$ cat src/rtl/turfio_pkg.sv
`timescale 1ns/1ps
`default_nettype none
// ============================================================================
// Module      : turfio_pkg
// Description : Shared bank-sequencer state codes, local register offsets and
//               a saturating counter helper for the TURFIO bank controller.
// Revision    : 1.0 - initial release
// ============================================================================
package turfio_pkg;

    // Bank sequencer states; the numeric codes are visible in STATUS.
    typedef enum logic [2:0] {
        ST_IDLE      = 3'd0,
        ST_MMCM_RST  = 3'd1,
        ST_WAIT_LOCK = 3'd2,
        ST_DLY_RST   = 3'd3,
        ST_WAIT_RDY  = 3'd4,
        ST_BANK_RST  = 3'd5,
        ST_READY     = 3'd6,
        ST_FAULT     = 3'd7
    } bank_state_e;

    // Local register word offsets (wb_adr_i[3:2]).
    localparam logic [1:0] c_reg_ctrl     = 2'd0;
    localparam logic [1:0] c_reg_status   = 2'd1;
    localparam logic [1:0] c_reg_faultcnt = 2'd2;

    localparam logic [7:0] c_fault_cnt_max = 8'hFF;

    // Increment that sticks at the maximum instead of wrapping.
    function automatic logic [7:0] sat_inc8(input logic [7:0] v);
        return (v == c_fault_cnt_max) ? v : v + 8'd1;
    endfunction

endpackage : turfio_pkg
`default_nettype wire

$ cat src/rtl/turfio_bank_seq.sv
`timescale 1ns/1ps
`default_nettype none
// ============================================================================
// Module      : turfio_bank_seq
// Description : Per-bank reset sequencer: MMCM reset, wait for lock,
//               IDELAYCTRL reset, wait for ready, bank reset, then READY.
//               Lock loss in READY moves to FAULT and bumps a fault counter.
// Revision    : 1.0 - initial release
// ============================================================================
module turfio_bank_seq
    import turfio_pkg::*;
#(
    parameter int RST_CYCLES   = 16,
    parameter int LOCK_TIMEOUT = 65535
) (
    input  logic       clk_i,
    input  logic       rst_i,
    input  logic       start_i,
    input  logic       clr_fault_i,
    input  logic       mmcm_locked_i,
    input  logic       idelayctrl_rdy_i,
    output logic       mmcm_rst_o,
    output logic       idelayctrl_rst_o,
    output logic       bank_rst_o,
    output logic       ready_o,
    output logic [2:0] state_o,
    output logic [7:0] fault_cnt_o
);

    // One counter serves both the reset-hold and the timeout windows.
    localparam int CNT_MAX = (RST_CYCLES > LOCK_TIMEOUT) ? RST_CYCLES : LOCK_TIMEOUT;
    localparam int CNT_W   = $clog2(CNT_MAX + 1);
    localparam logic [CNT_W-1:0] c_rst_last = CNT_W'(RST_CYCLES - 1);
    localparam logic [CNT_W-1:0] c_tmo_last = CNT_W'(LOCK_TIMEOUT - 1);

    logic lock_meta_q, lock_sync_q;
    logic rdy_meta_q, rdy_sync_q;

    bank_state_e      state_q, state_d;
    logic [CNT_W-1:0] cnt_q, cnt_d;
    logic [7:0]       fault_cnt_q, fault_cnt_d;
    logic             mmcm_rst_q, mmcm_rst_d;
    logic             dly_rst_q, dly_rst_d;
    logic             bank_rst_q, bank_rst_d;
    logic             ready_q, ready_d;

    // Two-flop synchronizers for the asynchronous status inputs.
    always_ff @(posedge clk_i or posedge rst_i) begin
        if (rst_i) begin
            lock_meta_q <= 1'b0;
            lock_sync_q <= 1'b0;
            rdy_meta_q  <= 1'b0;
            rdy_sync_q  <= 1'b0;
        end else begin
            lock_meta_q <= mmcm_locked_i;
            lock_sync_q <= lock_meta_q;
            rdy_meta_q  <= idelayctrl_rdy_i;
            rdy_sync_q  <= rdy_meta_q;
        end
    end

    // Next-state, counter and output decode; outputs follow the next state so
    // they are registered yet aligned with the state they belong to.
    always_comb begin
        state_d     = state_q;
        cnt_d       = cnt_q;
        fault_cnt_d = fault_cnt_q;
        if (start_i) begin
            state_d = ST_MMCM_RST;
            cnt_d   = '0;
        end else begin
            case (state_q)
                ST_MMCM_RST, ST_DLY_RST, ST_BANK_RST: begin
                    if (cnt_q == c_rst_last) begin
                        cnt_d = '0;
                        case (state_q)
                            ST_MMCM_RST: state_d = ST_WAIT_LOCK;
                            ST_DLY_RST:  state_d = ST_WAIT_RDY;
                            default:     state_d = ST_READY;
                        endcase
                    end else begin
                        cnt_d = cnt_q + CNT_W'(1);
                    end
                end
                ST_WAIT_LOCK, ST_WAIT_RDY: begin
                    if ((state_q == ST_WAIT_LOCK) ? lock_sync_q : rdy_sync_q) begin
                        state_d = (state_q == ST_WAIT_LOCK) ? ST_DLY_RST : ST_BANK_RST;
                        cnt_d   = '0;
                    end else if (cnt_q == c_tmo_last) begin
                        state_d = ST_FAULT;
                        cnt_d   = '0;
                    end else begin
                        cnt_d = cnt_q + CNT_W'(1);
                    end
                end
                ST_READY: begin
                    if (!lock_sync_q) begin
                        state_d     = ST_FAULT;
                        fault_cnt_d = sat_inc8(fault_cnt_q);
                    end
                end
                default: ;
            endcase
        end
        if (clr_fault_i) begin
            fault_cnt_d = '0;
        end
        mmcm_rst_d = (state_d == ST_MMCM_RST);
        dly_rst_d  = (state_d == ST_DLY_RST);
        bank_rst_d = (state_d == ST_BANK_RST);
        ready_d    = (state_d == ST_READY);
    end

    // Sequencer state, counters and registered outputs; async reset drops
    // every reset output immediately and parks the bank in IDLE.
    always_ff @(posedge clk_i or posedge rst_i) begin
        if (rst_i) begin
            state_q     <= ST_IDLE;
            cnt_q       <= '0;
            fault_cnt_q <= '0;
            mmcm_rst_q  <= 1'b0;
            dly_rst_q   <= 1'b0;
            bank_rst_q  <= 1'b0;
            ready_q     <= 1'b0;
        end else begin
            state_q     <= state_d;
            cnt_q       <= cnt_d;
            fault_cnt_q <= fault_cnt_d;
            mmcm_rst_q  <= mmcm_rst_d;
            dly_rst_q   <= dly_rst_d;
            bank_rst_q  <= bank_rst_d;
            ready_q     <= ready_d;
        end
    end

    assign mmcm_rst_o       = mmcm_rst_q;
    assign idelayctrl_rst_o = dly_rst_q;
    assign bank_rst_o       = bank_rst_q;
    assign ready_o          = ready_q;
    assign state_o          = state_q;
    assign fault_cnt_o      = fault_cnt_q;

endmodule : turfio_bank_seq
`default_nettype wire

$ cat src/rtl/turfio_bank_ctrl.sv
`timescale 1ns/1ps
`default_nettype none
// ============================================================================
// Module      : turfio_bank_ctrl
// Description : WISHBONE target that fans out to NUM_IF TURFIO interfaces
//               (upper half of the address space) and hosts the clock-bank
//               reset sequencer registers (lower half).
// Revision    : 1.0 - initial release
// ============================================================================
module turfio_bank_ctrl
    import turfio_pkg::*;
#(
    parameter  int NUM_IF       = 4,
    parameter  int NUM_BANK     = 2,
    parameter  int RST_CYCLES   = 16,
    parameter  int LOCK_TIMEOUT = 65535,
    localparam int IF_SEL_BITS  = $clog2(NUM_IF),
    localparam int IF_ADR_BITS  = 14 - IF_SEL_BITS
) (
    input  logic                          clk_i,
    input  logic                          rst_i,
    input  logic                          wb_cyc_i,
    input  logic                          wb_stb_i,
    input  logic                          wb_we_i,
    input  logic [14:0]                   wb_adr_i,
    input  logic [3:0]                    wb_sel_i,
    input  logic [31:0]                   wb_dat_i,
    output logic [31:0]                   wb_dat_o,
    output logic                          wb_ack_o,
    output logic                          wb_err_o,
    output logic                          wb_rty_o,
    output logic [NUM_IF-1:0]             wbm_cyc_o,
    output logic [NUM_IF-1:0]             wbm_stb_o,
    output logic [NUM_IF-1:0]             wbm_we_o,
    output logic [NUM_IF*IF_ADR_BITS-1:0] wbm_adr_o,
    output logic [NUM_IF*4-1:0]           wbm_sel_o,
    output logic [NUM_IF*32-1:0]          wbm_dat_o,
    input  logic [NUM_IF*32-1:0]          wbm_dat_i,
    input  logic [NUM_IF-1:0]             wbm_ack_i,
    input  logic [NUM_IF-1:0]             wbm_err_i,
    input  logic [NUM_IF-1:0]             wbm_rty_i,
    output logic [NUM_BANK-1:0]           mmcm_rst_o,
    output logic [NUM_BANK-1:0]           idelayctrl_rst_o,
    output logic [NUM_BANK-1:0]           bank_rst_o,
    input  logic [NUM_BANK-1:0]           mmcm_locked_i,
    input  logic [NUM_BANK-1:0]           idelayctrl_rdy_i,
    output logic [NUM_BANK-1:0]           bank_ready_o
);

    logic                   w_remote;
    logic [IF_SEL_BITS-1:0] w_if_sel;
    logic                   w_local_new;
    logic [1:0]             w_reg_sel;
    logic [31:0]            w_status;
    logic [31:0]            w_faultcnt;

    logic                ack_q, ack_d;
    logic [NUM_BANK-1:0] start_q, start_d;
    logic                clr_fault_q, clr_fault_d;
    logic [31:0]         rdata_q, rdata_d;

    logic [2:0] bank_state [NUM_BANK];
    logic [7:0] bank_fault [NUM_BANK];

    assign w_remote  = wb_adr_i[14];
    assign w_if_sel  = wb_adr_i[13 -: IF_SEL_BITS];
    assign w_reg_sel = wb_adr_i[3:2];
    // First cycle of a local access; suppressed while the ack is out so each
    // access cycle acts exactly once.
    assign w_local_new = wb_cyc_i & wb_stb_i & ~w_remote & ~ack_q;

    // Remote fan-out: cyc is decoded per interface, the rest is broadcast.
    for (genvar n = 0; n < NUM_IF; n++) begin : g_if
        assign wbm_cyc_o[n] = wb_cyc_i & w_remote & (w_if_sel == IF_SEL_BITS'(n));
        assign wbm_stb_o[n] = wb_stb_i;
        assign wbm_we_o[n]  = wb_we_i;
        assign wbm_sel_o[4*n +: 4]   = wb_sel_i;
        assign wbm_dat_o[32*n +: 32] = wb_dat_i;
        assign wbm_adr_o[IF_ADR_BITS*n +: IF_ADR_BITS] = wb_adr_i[IF_ADR_BITS-1:0];
    end

    // One sequencer per clock bank.
    for (genvar k = 0; k < NUM_BANK; k++) begin : g_bank
        turfio_bank_seq #(
            .RST_CYCLES   (RST_CYCLES),
            .LOCK_TIMEOUT (LOCK_TIMEOUT)
        ) u_seq (
            .clk_i            (clk_i),
            .rst_i            (rst_i),
            .start_i          (start_q[k]),
            .clr_fault_i      (clr_fault_q),
            .mmcm_locked_i    (mmcm_locked_i[k]),
            .idelayctrl_rdy_i (idelayctrl_rdy_i[k]),
            .mmcm_rst_o       (mmcm_rst_o[k]),
            .idelayctrl_rst_o (idelayctrl_rst_o[k]),
            .bank_rst_o       (bank_rst_o[k]),
            .ready_o          (bank_ready_o[k]),
            .state_o          (bank_state[k]),
            .fault_cnt_o      (bank_fault[k])
        );
    end

    // Pack per-bank status nibbles and fault-counter bytes into 32-bit words.
    always_comb begin
        w_status   = '0;
        w_faultcnt = '0;
        for (int k = 0; k < NUM_BANK; k++) begin
            if (k < 8) w_status[4*k +: 4]   = {bank_ready_o[k], bank_state[k]};
            if (k < 4) w_faultcnt[8*k +: 8] = bank_fault[k];
        end
    end

    // Local register decode: start pulse, counter clear, read data and ack.
    always_comb begin
        ack_d       = w_local_new;
        start_d     = '0;
        clr_fault_d = 1'b0;
        if (w_local_new && wb_we_i) begin
            if (w_reg_sel == c_reg_ctrl && wb_sel_i[0]) start_d = wb_dat_i[NUM_BANK-1:0];
            if (w_reg_sel == c_reg_faultcnt)            clr_fault_d = 1'b1;
        end
        case (w_reg_sel)
            c_reg_status:   rdata_d = w_status;
            c_reg_faultcnt: rdata_d = w_faultcnt;
            default:        rdata_d = '0;
        endcase
    end

    // Registered local response and one-cycle control pulses.
    always_ff @(posedge clk_i or posedge rst_i) begin
        if (rst_i) begin
            ack_q       <= 1'b0;
            start_q     <= '0;
            clr_fault_q <= 1'b0;
            rdata_q     <= '0;
        end else begin
            ack_q       <= ack_d;
            start_q     <= start_d;
            clr_fault_q <= clr_fault_d;
            rdata_q     <= rdata_d;
        end
    end

    // Response mux: remote responses pass straight through, local ones are
    // the registered ack/data gated by cyc.
    always_comb begin
        if (w_remote) begin
            wb_dat_o = wbm_dat_i[32*int'(w_if_sel) +: 32];
            wb_ack_o = wbm_ack_i[w_if_sel];
            wb_err_o = wbm_err_i[w_if_sel];
            wb_rty_o = wbm_rty_i[w_if_sel];
        end else begin
            wb_dat_o = rdata_q;
            wb_ack_o = ack_q & wb_cyc_i;
            wb_err_o = 1'b0;
            wb_rty_o = 1'b0;
        end
    end

endmodule : turfio_bank_ctrl
`default_nettype wire

$ cat config.mk
export PLATFORM = sky130hd
export DESIGN_NAME = turfio_bank_ctrl
export DESIGN_NICKNAME = d
export VERILOG_FILES = /design/src/rtl/turfio_pkg.sv /design/src/rtl/turfio_bank_seq.sv /design/src/rtl/turfio_bank_ctrl.sv
export SDC_FILE = /design/constraint.sdc
export NUM_CORES = 1
export LEC_CHECK = 0
export CORE_AREA = 2 2 173 175
export CTS_CLUSTER_DIAMETER = 30
export DETAILED_ROUTE_END_ITERATION = 12
export DIE_AREA = 0 0 175 177
export GPL_TIMING_DRIVEN = 1
export PLACE_DENSITY = 0.6
export SKIP_LAST_GASP = 1
export SLEW_MARGIN = 40
export SYNTH_ARGS = -nofsm -noshare
export SYNTH_HDL_FRONTEND = slang
export SYNTH_HIERARCHICAL = 1
export SYNTH_SLANG_ARGS = --single-unit
$ cat constraint.sdc
create_clock -name clk_i -period 2.6 [get_ports clk_i]
set_clock_uncertainty 0.05 [all_clocks]
set_input_delay 0.52 -clock clk_i [delete_from_list [all_inputs] [get_ports clk_i]]
set_output_delay 0.52 -clock clk_i [all_outputs]
set_load 0.1 [all_outputs]
==> reports/results.txt <==
Global-route wire length before repair: 39,800 µm
Fin nets: 1,036
Fmax achieved: 392 MHz
Async SR Flop Fraction: 1.00
Util after Layout: 0.334
Total global-route track usage: 0.179
Area of the multi-input gates: 3390 µm²
Setup violators final: 0
Site row count: 63
Fill count: 2,985
Kind of cell adding the most delay to the critical path: buffers and inverters
Gate Count Post-Synth: 786
Rel. slew slack: 0.484
Vias: 5,734
Seq/Total Area, Yosys: 0.304
DR iter-0 viols: 247
Register area: 2250 µm²
Core Region: 29,200 µm²
CTS Sinks: 90
Leak: 3.96 nW
Die Ht: 177 µm
Antenna-violating nets left: 0
Initial antenna violation count: 3
Clk root buf: clkbuf_16
RSZ-0062 raised after global routing: no
Largest net degree at the start of global routing: 36
Slowest cell on the critical path: mux4_2
Cells along the critical path: clkdlybuf4s50_1 -> mux4_2 -> and2_1 -> buf_12
Post-synth EDFFs: 0
Maximum clock insertion buffer count: 2
Drt via density: 4.69
Finished Cell Area: 9780 µm²
Slew @ Worst Pin: 762 ps
Buf+Inv Stages, Crit Path: 2
Final Hold Viols: 0
Fin crit share: 0.981
Post-Syn Area: 7400 µm²
First-pass iteration count of the detailed router: 4
Flops & latches, synth: 90
Final Max Slew Viols: 0
Ys Warns: 6
Io pins: 447
Count of unique library cells instantiated by Yosys: 58
CTS Buf Count: 9
Slowest cell delay on critical path: 550 ps
Instance area at placement: 9460 µm²
Outcome: finished clean
Hold Slack: 298 ps
Max FO, Critical Path: 1
Crit start category: input pin
Proportion of layout cells with a drive suffix above 1: 0.230
CP arrival: 1980 ps
Element type at the critical path end: output pin
Post-synthesis net count: 995
Max cap viols: 0
Synth Area per Inst: 9.41 µm²
Die extent in x: 175 µm
Clock latency on the worst-skew pair: 350 ps
Vias in the first global route: 5,607
Total Wirelength: 28,200 µm
Max H-tree Level: 3
Dpl hpwl: 23,900 µm
Pwr Density: 478 nW/µm²
Setup CP Type: in -> out
IO Port Bufs: 231
Area Overhead vs Synth: 32.2%
Initial Utilization: 0.253
Fin crit period: 2550 ps
Setup repair bufs after CTS: 0
Worst VDD drop: 0.275 mV
Hold Path Class: reg -> reg
Clock slew at reported path FFs: 60 ps
Routability cong.: 0.935
Die area: 31,000 µm²
Routed WL per cell: 23.0 µm
Drt drc: 0
Ys flop type: dfrtp_1
CTS tree: done
CP required: 2030 ps
Final global-route overflow total: 0
-- flip-flops by register name (all words and copies together) (netlist names), 6 cells and up --
name,flops
g_bank.u_seq/state_o,6
rdata_q,16
g_bank.u_seq/fault_cnt_o,16
g_bank.u_seq/cnt_q,32
-- worst reg2reg max path: cells and delay by family (launching register included) --
| kind | cells | cell delay [ps] |
|---|---|---|
| compound gates | 2 | 690 |
| flops | 1 | 430 |
| simple gates | 3 | 890 |
| fa+ha+maj | 1 | 270 |
-- power breakdown --
group          switching [mW]  total (mW)  internal [mW]  leakage (nW)
clock                   0.553        1.33          0.774         0.138
sequential             0.0783        1.55           1.47          1.23
combinational            1.03        1.79          0.768          2.60
-- synth_stat cells (9+ instances only) --
cell type	n	share of area
a21oi_1	10	0.0068
nand3_1	12	0.0081
inv_1	19	0.0096
buf_4	202	0.21
nor3_1	26	0.018
nor2_1	72	0.037
buf_2	9	0.0061
nand4_1	9	0.0076
a221oi_2	10	0.020
clkbuf_1	15	0.0076
nor4_1	10	0.0085
ha_1	9	0.015
mux2i_1	17	0.023
and2_1	26	0.022
dfrtp_1	90	0.30
nor2b_1	26	0.022
xnor2_1	38	0.045
mux4_2	20	0.061
o21a_1	15	0.015
nand2_1	33	0.017
-- routing by layer --
metal  global-route usage  part of all wire  up-vias
met2                0.264              0.44      316
met1                0.219              0.40     2777
met5                    0           0.00046        -
li1                     -                 -     2588
met3                0.109              0.14       51
met4               0.0462             0.018        2
-- stage by stage --
stage,setup WS (ps),cells,power [mW],TNS [ps]
global route,6.02,1222,4.88,0
floorplan,-202,786,3.83,-202
finish,48.3,1223,4.67,0
CTS,41.6,1222,4.72,0
global placement,-135,1206,3.36,-135
detailed placement,-123,1206,3.37,-123
-- path summary, 6_finish.rpt --
check	from	end	slack, ps	cells after the start
max	wbm_dat_i[126]	wb_dat_o[30]	50	4
min	g_bank[0].u_seq/rdy_meta_q	g_bank[0].u_seq/rdy_sync_q	300	0
max reg2reg	g_bank[0].u_seq/cnt_q[0]	g_bank[0].u_seq/cnt_q[12]	140	6
min reg2reg	g_bank[0].u_seq/rdy_meta_q	g_bank[0].u_seq/rdy_sync_q	300	0
max in group asynchronous	rst_i	g_bank[1].u_seq/cnt_q[9]	1510	3
min in group asynchronous	rst_i	start_q[1]	600	3
-- timing repair --
action                                  CTS  global route
resized for setup                         2             2
hold endpoints to repair                  0             0
endpoints found under the setup margin    1             6
hold buffers                              0             0
-- cell families (layout without fill, tap and decap cells) --
family	Yosys count	in the layout	share of synthesized area
multiplexers	38	38	0.0854
XOR/XNOR	42	42	0.0497
flip-flops	90	90	0.304
buffers and inverters	254	300	0.241
other	0	1	0
adder cells (fa/ha/maj)	9	9	0.0152
AND/OR/NAND/NOR	284	284	0.223
AO/OA/AOI/OAI	69	69	0.0820
-- layout by cell type (no fill, tap or decap), drive strengths merged, types with 6 or more instances in the layout --
cell type	count
and3b	6
clkdlybuf4s50	152
a22oi	8
ha	9
dfrtp	90
a21oi	10
nor4	12
xnor2	38
and2	27
nand3	12
nand2	33
o21a	15
a221oi	15
nor2	72
nor3b	9
and3	7
or3	8
mux2i	17
nand4	9
nor2b	26
mux4	20
nor3	30
buf	111
or4	14
inv	20
clkbuf	12
-- area by class of cell --
type                       instances  share of cell area
antenna                            1            0.000256
clock buffer                      11              0.0248
clock inverter                     5             0.00627
inverter                          19             0.00730
multi-input combinational        442               0.347
sequential                        90               0.230
tap                              390              0.0499
timing repair buffer             265               0.334
No activity file was read; power rests on OpenSTA's default activity.
